### src/rtl/exposure_timer_pkg.sv
// timer_pkg: shared state encoding, width helper and parameter sanity check for the exposure timer.
package timer_pkg;

    typedef enum logic [1:0] {
        IDLE = 2'd0,
        RUN  = 2'd1,
        HALT = 2'd2
    } state_t;

    // Smallest bit count able to hold values 0..v-1.
    function automatic int clog2(input int v);
        int r;
        r = 0;
        for (int i = 0; i < 31; i++)
            if ((1 << i) < v) r = i + 1;
        return r;
    endfunction

    // LIMIT_HI must saturate the counter before it could wrap.
    function automatic bit params_ok(input int cnt_w, input int presc, input int lo, input int hi);
        return presc >= 1 && lo >= 1 && lo < hi && hi <= (1 << cnt_w) - 1;
    endfunction

endpackage

### src/rtl/exposure_timer_if.sv
// exposure_timer_if: control/status bundle between camera FSM (master) and timer (slave); Hold only with TIMER_PAUSE_EN.
interface exposure_timer_if #(
    parameter int CNT_W = 5
);
    logic             Initial;
    logic             Start;
    logic [CNT_W-1:0] Count;
    logic             Busy;
    logic             Ovf_lo;
    logic             Ovf_hi;
    logic             Done;
`ifdef TIMER_PAUSE_EN
    logic             Hold;

    modport master (output Initial, Start, Hold, input Count, Busy, Ovf_lo, Ovf_hi, Done);
    modport slave  (input Initial, Start, Hold, output Count, Busy, Ovf_lo, Ovf_hi, Done);
`else
    modport master (output Initial, Start, input Count, Busy, Ovf_lo, Ovf_hi, Done);
    modport slave  (input Initial, Start, output Count, Busy, Ovf_lo, Ovf_hi, Done);
`endif
endinterface

### src/rtl/exposure_timer_prescaler.sv
// timer_prescaler: divides the clock into count ticks, one tick every PRESC enabled cycles.
module timer_prescaler
    import timer_pkg::*;
#(
    parameter int PRESC = 1
) (
    input  logic Clk,
    input  logic Reset,
    input  logic clear,
    input  logic enable,
    output logic tick
);

    generate
        if (PRESC == 1) begin : g_bypass
            logic unused_ok;
            assign unused_ok = ^{Clk, Reset, clear};
            assign tick = enable;
        end else begin : g_div
            localparam int PW = clog2(PRESC);
            localparam logic [PW-1:0] LAST = PW'(PRESC - 1);
            logic [PW-1:0] cnt;
            // Free-running 0..PRESC-1 phase counter, frozen when not enabled.
            always_ff @(posedge Clk or negedge Reset) begin
                if (!Reset)
                    cnt <= '0;
                else if (clear)
                    cnt <= '0;
                else if (enable)
                    cnt <= (cnt == LAST) ? '0 : cnt + 1'b1;
            end
            assign tick = enable && cnt == LAST;
        end
    endgenerate

endmodule

### src/rtl/exposure_timer.sv
// exposure_timer: prescaled exposure counter with low/high thresholds; macro TIMER_PAUSE_EN adds the Hold pause input.
module exposure_timer
    import timer_pkg::*;
#(
    parameter int CNT_W    = 5,
    parameter int PRESC    = 1,
    parameter int LIMIT_LO = 4,
    parameter int LIMIT_HI = 5
) (
    input logic              Clk,
    input logic              Reset,
    exposure_timer_if.slave  bus
);

    localparam bit PARAMS_OK = params_ok(CNT_W, PRESC, LIMIT_LO, LIMIT_HI);
    localparam logic [CNT_W-1:0] LO_V = LIMIT_LO[CNT_W-1:0];
    localparam logic [CNT_W-1:0] HI_V = LIMIT_HI[CNT_W-1:0];

    generate
        if (!PARAMS_OK) begin : g_param_check
            $error("exposure_timer: need PRESC>=1, 1<=LIMIT_LO<LIMIT_HI<=2^CNT_W-1");
        end
    endgenerate

    state_t           state;
    logic [CNT_W-1:0] count;
    logic [CNT_W-1:0] next_count;
    logic             busy;
    logic             ovf_lo;
    logic             ovf_hi;
    logic             done;
    logic             hold;
    logic             tick;

`ifdef TIMER_PAUSE_EN
    assign hold = bus.Hold;
`else
    assign hold = 1'b0;
`endif

    assign next_count = count + 1'b1;

    timer_prescaler #(.PRESC(PRESC)) u_prescaler (
        .Clk    (Clk),
        .Reset  (Reset),
        .clear  (bus.Initial || state != RUN),
        .enable (state == RUN && !hold),
        .tick   (tick)
    );

    // Control FSM; every status output is a register so downstream sees glitch-free levels.
    always_ff @(posedge Clk or negedge Reset) begin
        if (!Reset) begin
            state  <= IDLE;
            count  <= '0;
            busy   <= 1'b0;
            ovf_lo <= 1'b0;
            ovf_hi <= 1'b0;
            done   <= 1'b0;
        end else if (bus.Initial) begin
            state  <= IDLE;
            count  <= '0;
            busy   <= 1'b0;
            ovf_lo <= 1'b0;
            ovf_hi <= 1'b0;
            done   <= 1'b0;
        end else begin
            done <= 1'b0;
            case (state)
                IDLE: begin
                    if (bus.Start) begin
                        state <= RUN;
                        busy  <= 1'b1;
                    end
                end
                RUN: begin
                    if (tick) begin
                        count <= next_count;
                        if (next_count == LO_V)
                            ovf_lo <= 1'b1;
                        if (next_count == HI_V) begin
                            ovf_hi <= 1'b1;
                            done   <= 1'b1;
                            busy   <= 1'b0;
                            state  <= HALT;
                        end
                    end
                end
                HALT: ;
                default: state <= IDLE;
            endcase
        end
    end

    assign bus.Count  = count;
    assign bus.Busy   = busy;
    assign bus.Ovf_lo = ovf_lo;
    assign bus.Ovf_hi = ovf_hi;
    assign bus.Done   = done;

endmodule
### src/flat_wrapper.sv
// flat-port wrapper written by rule: the top's interface ports become plain ports
module exposure_timer_flat import timer_pkg::*;
#(
    parameter int CNT_W    = 5,
    parameter int PRESC    = 1,
    parameter int LIMIT_LO = 4,
    parameter int LIMIT_HI = 5
)
  (Clk, Reset, bus_Initial, bus_Start, bus_Count, bus_Busy, bus_Ovf_lo, bus_Ovf_hi, bus_Done);
  exposure_timer_if #(.CNT_W(CNT_W)) bus_i ();
  input logic Clk;
  input logic Reset;
  input wire logic [$bits(bus_i.Initial)-1:0] bus_Initial;
  input wire logic [$bits(bus_i.Start)-1:0] bus_Start;
  output wire logic [$bits(bus_i.Count)-1:0] bus_Count;
  output wire logic [$bits(bus_i.Busy)-1:0] bus_Busy;
  output wire logic [$bits(bus_i.Ovf_lo)-1:0] bus_Ovf_lo;
  output wire logic [$bits(bus_i.Ovf_hi)-1:0] bus_Ovf_hi;
  output wire logic [$bits(bus_i.Done)-1:0] bus_Done;
  assign bus_i.Initial = bus_Initial;
  assign bus_i.Start = bus_Start;
  assign bus_Count = bus_i.Count;
  assign bus_Busy = bus_i.Busy;
  assign bus_Ovf_lo = bus_i.Ovf_lo;
  assign bus_Ovf_hi = bus_i.Ovf_hi;
  assign bus_Done = bus_i.Done;
  exposure_timer #(.CNT_W(CNT_W), .PRESC(PRESC), .LIMIT_LO(LIMIT_LO), .LIMIT_HI(LIMIT_HI)) u_core (.Clk(Clk), .Reset(Reset), .bus(bus_i));
endmodule
### config.mk
export PLATFORM = sky130hd
export DESIGN_NAME = exposure_timer_flat
export DESIGN_NICKNAME = d
export VERILOG_FILES = /design/src/rtl/exposure_timer_pkg.sv /design/src/rtl/exposure_timer_if.sv /design/src/rtl/exposure_timer_prescaler.sv /design/src/rtl/exposure_timer.sv /design/src/flat_wrapper.sv
export SDC_FILE = /design/constraint.sdc
export NUM_CORES = 1
export LEC_CHECK = 0
export ABC_AREA = 1
export CELL_PAD_IN_SITES_DETAIL_PLACEMENT = 1
export CELL_PAD_IN_SITES_GLOBAL_PLACEMENT = 2
export CORE_MARGIN = 4
export CORE_UTILIZATION = 25
export CTS_BUF_LIST = sky130_fd_sc_hd__clkbuf_16
export DETAILED_ROUTE_END_ITERATION = 8
export PLACE_DENSITY = 0.69
export SYNTH_ARGS = -nofsm -noshare
export SYNTH_HDL_FRONTEND = slang
export SYNTH_HIERARCHICAL = 1
export SYNTH_SLANG_ARGS = --single-unit
### constraint.sdc
create_clock -name Clk -period 1.35 [get_ports Clk]
set_input_delay 0.2025 -clock Clk [delete_from_list [all_inputs] [get_ports Clk]]
set_output_delay 0.2025 -clock Clk [all_outputs]
set_load 0.01 [all_outputs]
==> qor.yml, run 1 <==
power:
  peakVddDrop_v: 0.000636
  switchingPower_w: 0.000232
  cellPowerDensity_mw_per_mm2: 1000
  leakagePower_nw: 0.547
  switching_share_pct: 22.5
  comb_power_share_pct: 14.9
  p_seq_share_pct: 34.1
  p_int_w: 0.000799
  p_clk_share_pct: 51.0
grt:
  grtUsageTotal_pct: 11.2
  grt_start_max_net_pins: 12
  antenna_found_initial: 0
  grt_pass1_wl_um: 2860
  overflow: 0
  grt_pass1_vias: 602
worst_setup_path:
  required_ps: 1470
  worst_setup_path_start_kind: "flip-flop"
  crit_fanout: 3
  end_kind: "flip-flop"
  arrival_ps: 1440
  critPathKind: "reg -> reg"
routing:
  drc: 0
  wl_per_cell_um: 12.7
  wl_um: 1680
  first_iter_violations: 4
  first_pass_iters: 4
  via_count: 586
  postRouteAntennaNets: 0
  avgViaCountPerCell: 4.44
clock_tree:
  clk_pin_slew_ps: 40
  clock_latency_ps: 230
  cts_buffer_depth: 2
  cts_tree: "built"
  clock-sinks: 11
  hold_buffers: 0
  cts_root_buffer: "clkbuf_16"
  htree_levels: 1
  numCtsBuffers: 3
placed_design:
  io_buffer_count: 12
  place_hpwl_um: 1260
  place.gp.congestion: 0.739
  dpl-instance-area_um2: 828
timing:
  fmax_mhz: 753
  post-route-period-util_pct: 98.3
  tightest_slew_ps: 243
  rsz0062_at_grt: "true"
  final-max-slew-violation-count: 0
  period_needed_ps: 1330
  slew_headroom_pct: 83.6
  finalSetupViolCount: 0
  finClkSkew_ps: 0.337
  hold_viol: 0
floorplanning:
  io_pins: 13
  dieWidth_um: 57.5
  design.die.area_mm2: 0.00331
  core_mm2: 0.00228
  fp.dieH_um: 57.5
  start_util_pct: 26.9
  num_rows: 17
hold_path:
  hp-class: "in -> async"
cells_and_area:
  syn2layout_area_growth_pct: 67.8
  num_antenna_cells: 0
  num-fill-cells: 266
  drive_above_1_share_pct: 37.5
  layout_common_cells: "nand2_1 (16), buf_4 (11), inv_1 (10), dfrtp_1 (10), nand2_2 (6)"
  final_area_mm2: 0.00103
  final_common_cell: "nand2_1"
  fin_nets: 112
  fin_util_pct: 45.2
yosys:
  syn_avg_cell_area_um2: 8.07
  synth_warnings: 6
  syn_inst: 76
  syn_area_um2: 613
  synth_fp_nets: 83
job:
  max_cap_viol_count: 0
status:
  outcome: "finished clean"
-- worst paths after layout --
| check | startpoint | endpoint | slack (ps) | depth (start not counted) |
|---|---|---|---|---|
| max | u_core/bus.Count[1] | u_core/bus.Busy | 20 | 8 |
| min | Reset | u_core/bus.Count[3] | 270 | 2 |
| max reg2reg | u_core/bus.Count[1] | u_core/bus.Busy | 20 | 8 |
| min reg2reg | u_core/bus.Ovf_hi | u_core/bus.Ovf_hi | 480 | 2 |
| max in group asynchronous | Reset | u_core/bus.Count[2] | 920 | 2 |
| min in group Clk | u_core/bus.Ovf_hi | u_core/bus.Ovf_hi | 480 | 2 |
-- flip-flops by register name (all words and copies together), names as in the netlist --
register and count:
u_core/bus.Ovf_hi 1, u_core/bus.Done 1, u_core/bus.Busy 1, u_core/state 2, u_core/bus.Ovf_lo 1, u_core/bus.Count 5
-- what timing repair did --
item	4_1_cts	5_1_grt
pin swaps	3	8
setup endpoints to repair	7	8
buffers inserted	0	4
resized for setup	9	23
-- critical path, stage by stage (launching register included) --
cell and delay (ps):
dfrtp_1 420, ha_4 210, xnor2_4 140, nor2_4 140, nand2_1 80, nand2_2 70
nand2_2 40, nand2_1 50, nand2_1 50
-- final cells by class --
class / count / area, um2 / area share, %
Timing Repair Buffer: 25 / 226 / 22.0
Multi-Input combinational cell: 50 / 357 / 34.7
Clock buffer: 3 / 75.1 / 7.30
Tap cell: 28 / 35.0 / 3.41
Clock inverter: 1 / 3.75 / 0.365
Sequential cell: 11 / 277 / 26.9
Inverter: 14 / 55.1 / 5.35
-- power by group through the flow --
stage / logic (W) / clock network, W / registers, W
floorplan: 0.0000673 / 0 / 0.000359
global placement: 0.000138 / 0 / 0.000354
detailed placement: 0.000140 / 0 / 0.000354
CTS: 0.000140 / 0.000540 / 0.000349
global route: 0.000174 / 0.000566 / 0.000353
finish: 0.000154 / 0.000526 / 0.000351
-- per-layer routing --
metal  up-vias  wire, um  GRT usage (%)
li1        294         -              -
met1       285       798           15.3
met2         5       835           17.4
met3         2        31           2.04
met4         0        10           3.97
met5         -         0              0
-- metrics by stage --
step           hold slack (ps)  std cells  TNS [ps]  total power, W  setup WS [ps]
6_report                   266        132         0         0.00103           22.8
3_5_place_dp               465        124      -480        0.000493           -111
3_3_place_gp               465        124      -229        0.000491          -91.0
5_1_grt                    291        132      -136         0.00109          -69.2
2_1_floorplan            -93.1         76         0        0.000426           9.75
4_1_cts                    269        128         0         0.00103           1.30
(Power assumes the default switching activity.)
==> run 2: changes to the inputs <==
- CORE_MARGIN: 4 -> 3
- TNS_END_PERCENT: not set -> 10
==> run 2 against run 1 <==
Effect of this change:
- register-to-register slack about the same
- flip-flop and latch count unchanged
- maximum frequency about the same
- core utilization down 1.3 points
- combinational power about the same
- wire length fell by 0.12%
- sequential share of layout area up 0.77 points
- non-clock buffer count fell by 1
==> qor.yml, run 2 (synthesis gave the netlist of run 1 again) <==
status:
  outcome: "finished clean"  # unchanged
worst_setup_path:
  rr_startpoint: "u_core/bus.Count[1]"  # unchanged
  critPathKind: "reg -> reg"  # unchanged
  slowest_delay_ps: 410  # was 420 ps
  regToRegSetupSlack_ps: 20  # about the same
  crit_fanout: 3  # unchanged
  arrival_ps: 1440  # about the same
  ff2ff_path_depth: 6  # was 8
  required_ps: 1470  # about the same
  worstPathCellList: "ha_4 > xnor2_2 > nor2_4 > buf_4 > nand3_1 > nand2_1"  # was ha_4 > xnor2_4 > nor2_4 > nand2_1 > nand2_2 > nand2_2 > nand2_1 > nand2_1
  cp_slowest_cell: "dfrtp_1"  # unchanged
  r2r-end: "u_core/state[1]"  # was u_core/bus.Busy
  end_kind: "flip-flop"  # unchanged
  worst_setup_path_start_kind: "flip-flop"  # unchanged
timing:
  slew_headroom_pct: 85.3  # was 83.6%
  tightest_slew_ps: 219  # was 243 ps
  timing.hold.ws_ps: 268  # was 266 ps
  post-route-period-util_pct: 98.2  # was 98.3%
  rsz0062_at_grt: "true"  # unchanged
  setup_tns_ps: 0  # unchanged
  hold_viol: 0  # unchanged
  finClkSkew_ps: 0.437  # was 0.337 ps
  period_needed_ps: 1330  # about the same
  fmax_mhz: 754  # was 753 MHz
  finalSetupViolCount: 0  # unchanged
  final-max-slew-violation-count: 0  # unchanged
floorplanning:
  num_rows: 17  # unchanged
  dieWidth_um: 55.5  # was 57.5 um
  start_util_pct: 26.9  # unchanged
  design.die.area_mm2: 0.00308  # was 0.00331 mm2
  fp.dieH_um: 55.5  # was 57.5 um
  core_mm2: 0.00228  # unchanged
  io_pins: 13  # unchanged
power:
  peakVddDrop_v: 0.000615  # was 0.000636 V
  p_int_w: 0.000803  # was 0.000799 W
  comb_power_share_pct: 14.9  # about the same
  p_clk_share_pct: 51.4  # was 51.0%
  switching_share_pct: 23.1  # was 22.5%
  cellPowerDensity_mw_per_mm2: 1040  # was 1000 mW/mm2
  p_seq_share_pct: 33.7  # was 34.1%
  switchingPower_w: 0.000241  # was 0.000232 W
  leakagePower_nw: 0.512  # was 0.547 nW
cells_and_area:
  layout_common_cells: "nand2_1 (17), inv_1 (11), dfrtp_1 (10), buf_4 (10), clkdlybuf4s50_1 (6)"  # was nand2_1 (16), buf_4 (11), inv_1 (10), dfrtp_1 (10), nand2_2 (6)
  syn2layout_area_growth_pct: 63.1  # was 67.8%
  num_antenna_cells: 0  # unchanged
  multi_input_area_um2: 338  # was 357 um2
  num-fill-cells: 276  # was 266
  drive_above_1_share_pct: 33.0  # was 37.5%
  largest_register_ffs: 5  # unchanged
  seq_area_um2: 277  # unchanged
  final_cells: 131  # was 132
  fin_nets: 111  # was 112
  final_common_cell: "nand2_1"  # unchanged
  fin_util_pct: 43.9  # was 45.2%
routing:
  via_count: 598  # was 586
  drc: 0  # unchanged
  first_iter_violations: 1  # was 4
  avgViaCountPerCell: 4.56  # was 4.44
  wl_per_cell_um: 12.8  # was 12.7 um
  first_pass_iters: 2  # was 4
  wl_um: 1670  # was 1680 um
  postRouteAntennaNets: 0  # unchanged
clock_tree:
  htree_levels: 1  # unchanged
  numCtsBuffers: 3  # unchanged
  clock-sinks: 11  # unchanged
  clock_latency_ps: 230  # about the same
  cts_buffer_depth: 2  # unchanged
  cts_root_buffer: "clkbuf_16"  # unchanged
  hold_buffers: 0  # unchanged
  clk_pin_slew_ps: 40  # about the same
  cts_tree: "built"  # unchanged
grt:
  grt_pass1_vias: 582  # was 602
  antenna_found_initial: 0  # unchanged
  grt_pass1_wl_um: 2620  # was 2860 um
  grt_start_max_net_pins: 12  # unchanged
  grtUsageTotal_pct: 10.7  # was 11.2%
  overflow: 0  # unchanged
placed_design:
  place.gp.congestion: 0.722  # was 0.739
  io_buffer_count: 12  # unchanged
  place_hpwl_um: 1200  # was 1260 um
  dp_cells: 125  # was 124
hold_path:
  hp-class: "in -> async"  # unchanged
job:
  max_cap_viol_count: 0  # unchanged
[run 2: power by group through the flow]
stage | clock network [W] | logic (W) | registers (W)
2_1_floorplan | 0 | 0.0000673 | 0.000359
3_3_place_gp | 0 | 0.000141 | 0.000354
3_5_place_dp | 0 | 0.000142 | 0.000354
4_1_cts | 0.000546 | 0.000143 | 0.000349
5_1_grt | 0.000568 | 0.000174 | 0.000353
6_report | 0.000537 | 0.000156 | 0.000352
[run 2: how the worst max path moves through the flow]
| stage | start | endpoint | slack, ps | depth (start not counted) |
|---|---|---|---|---|
| finish | u_core/bus.Count[1] | u_core/state[1] | 20 | 6 |
| global route | u_core/bus.Count[1] | u_core/state[0] | -60 | 10 |
| CTS | u_core/bus.Count[0] | u_core/bus.Busy | 4 | 10 |
| detailed placement | bus_Initial | u_core/bus.Busy | -90 | 8 |
| global placement | bus_Initial | u_core/bus.Busy | -70 | 8 |
| floorplan | u_core/bus.Count[0] | u_core/bus.Busy | 10 | 8 |
[run 2: repair_timing]
item | in CTS | in global routing
buffers inserted | 0 | 2
gates resized for setup | 9 | 18
pin swaps | 2 | 6
endpoints found under the setup margin | 10 | 7
[run 2: metal layers]
| metal | share of wire (%) | wire, um | vias up | global-route usage [%] |
|---|---|---|---|---|
| li1 | - | - | 293 | - |
| met1 | 46 | 765 | 299 | 13.6 |
| met2 | 51 | 854 | 4 | 17.1 |
| met3 | 1.9 | 32 | 2 | 2.34 |
| met4 | 1.2 | 20 | 0 | 5.21 |
| met5 | 0 | 0 | - | 0 |
[run 2: final cells by class]
| type | instances | share of cell area [%] |
|---|---|---|
| timing repair buffer | 24 | 21.4 |
| sequential | 11 | 27.7 |
| clock buffer | 3 | 7.51 |
| clock inverter | 1 | 0.375 |
| tap | 28 | 3.50 |
| multi-input combinational | 50 | 33.8 |
| inverter | 14 | 5.76 |
[run 2: through the flow]
step / setup slack (ps) / total power (W) / instance area [um2]
after detailed placement: -94.2 / 0.000496 / 836
final: 23.8 / 0.00104 / 1000
after global routing: -60.0 / 0.00109 / 1000
after floorplan: 9.75 / 0.000426 / 613
after global placement: -65.6 / 0.000495 / 836
after CTS: 4.34 / 0.00104 / 915
[run 2: worst max-delay path, delay by kind of cell, from the launching register on]
family | cells | cell delay (ps)
flops | 1 | 410
xor+xnor | 1 | 220
simple gates | 3 | 260
fa+ha+maj | 1 | 190
buf+inv | 1 | 130
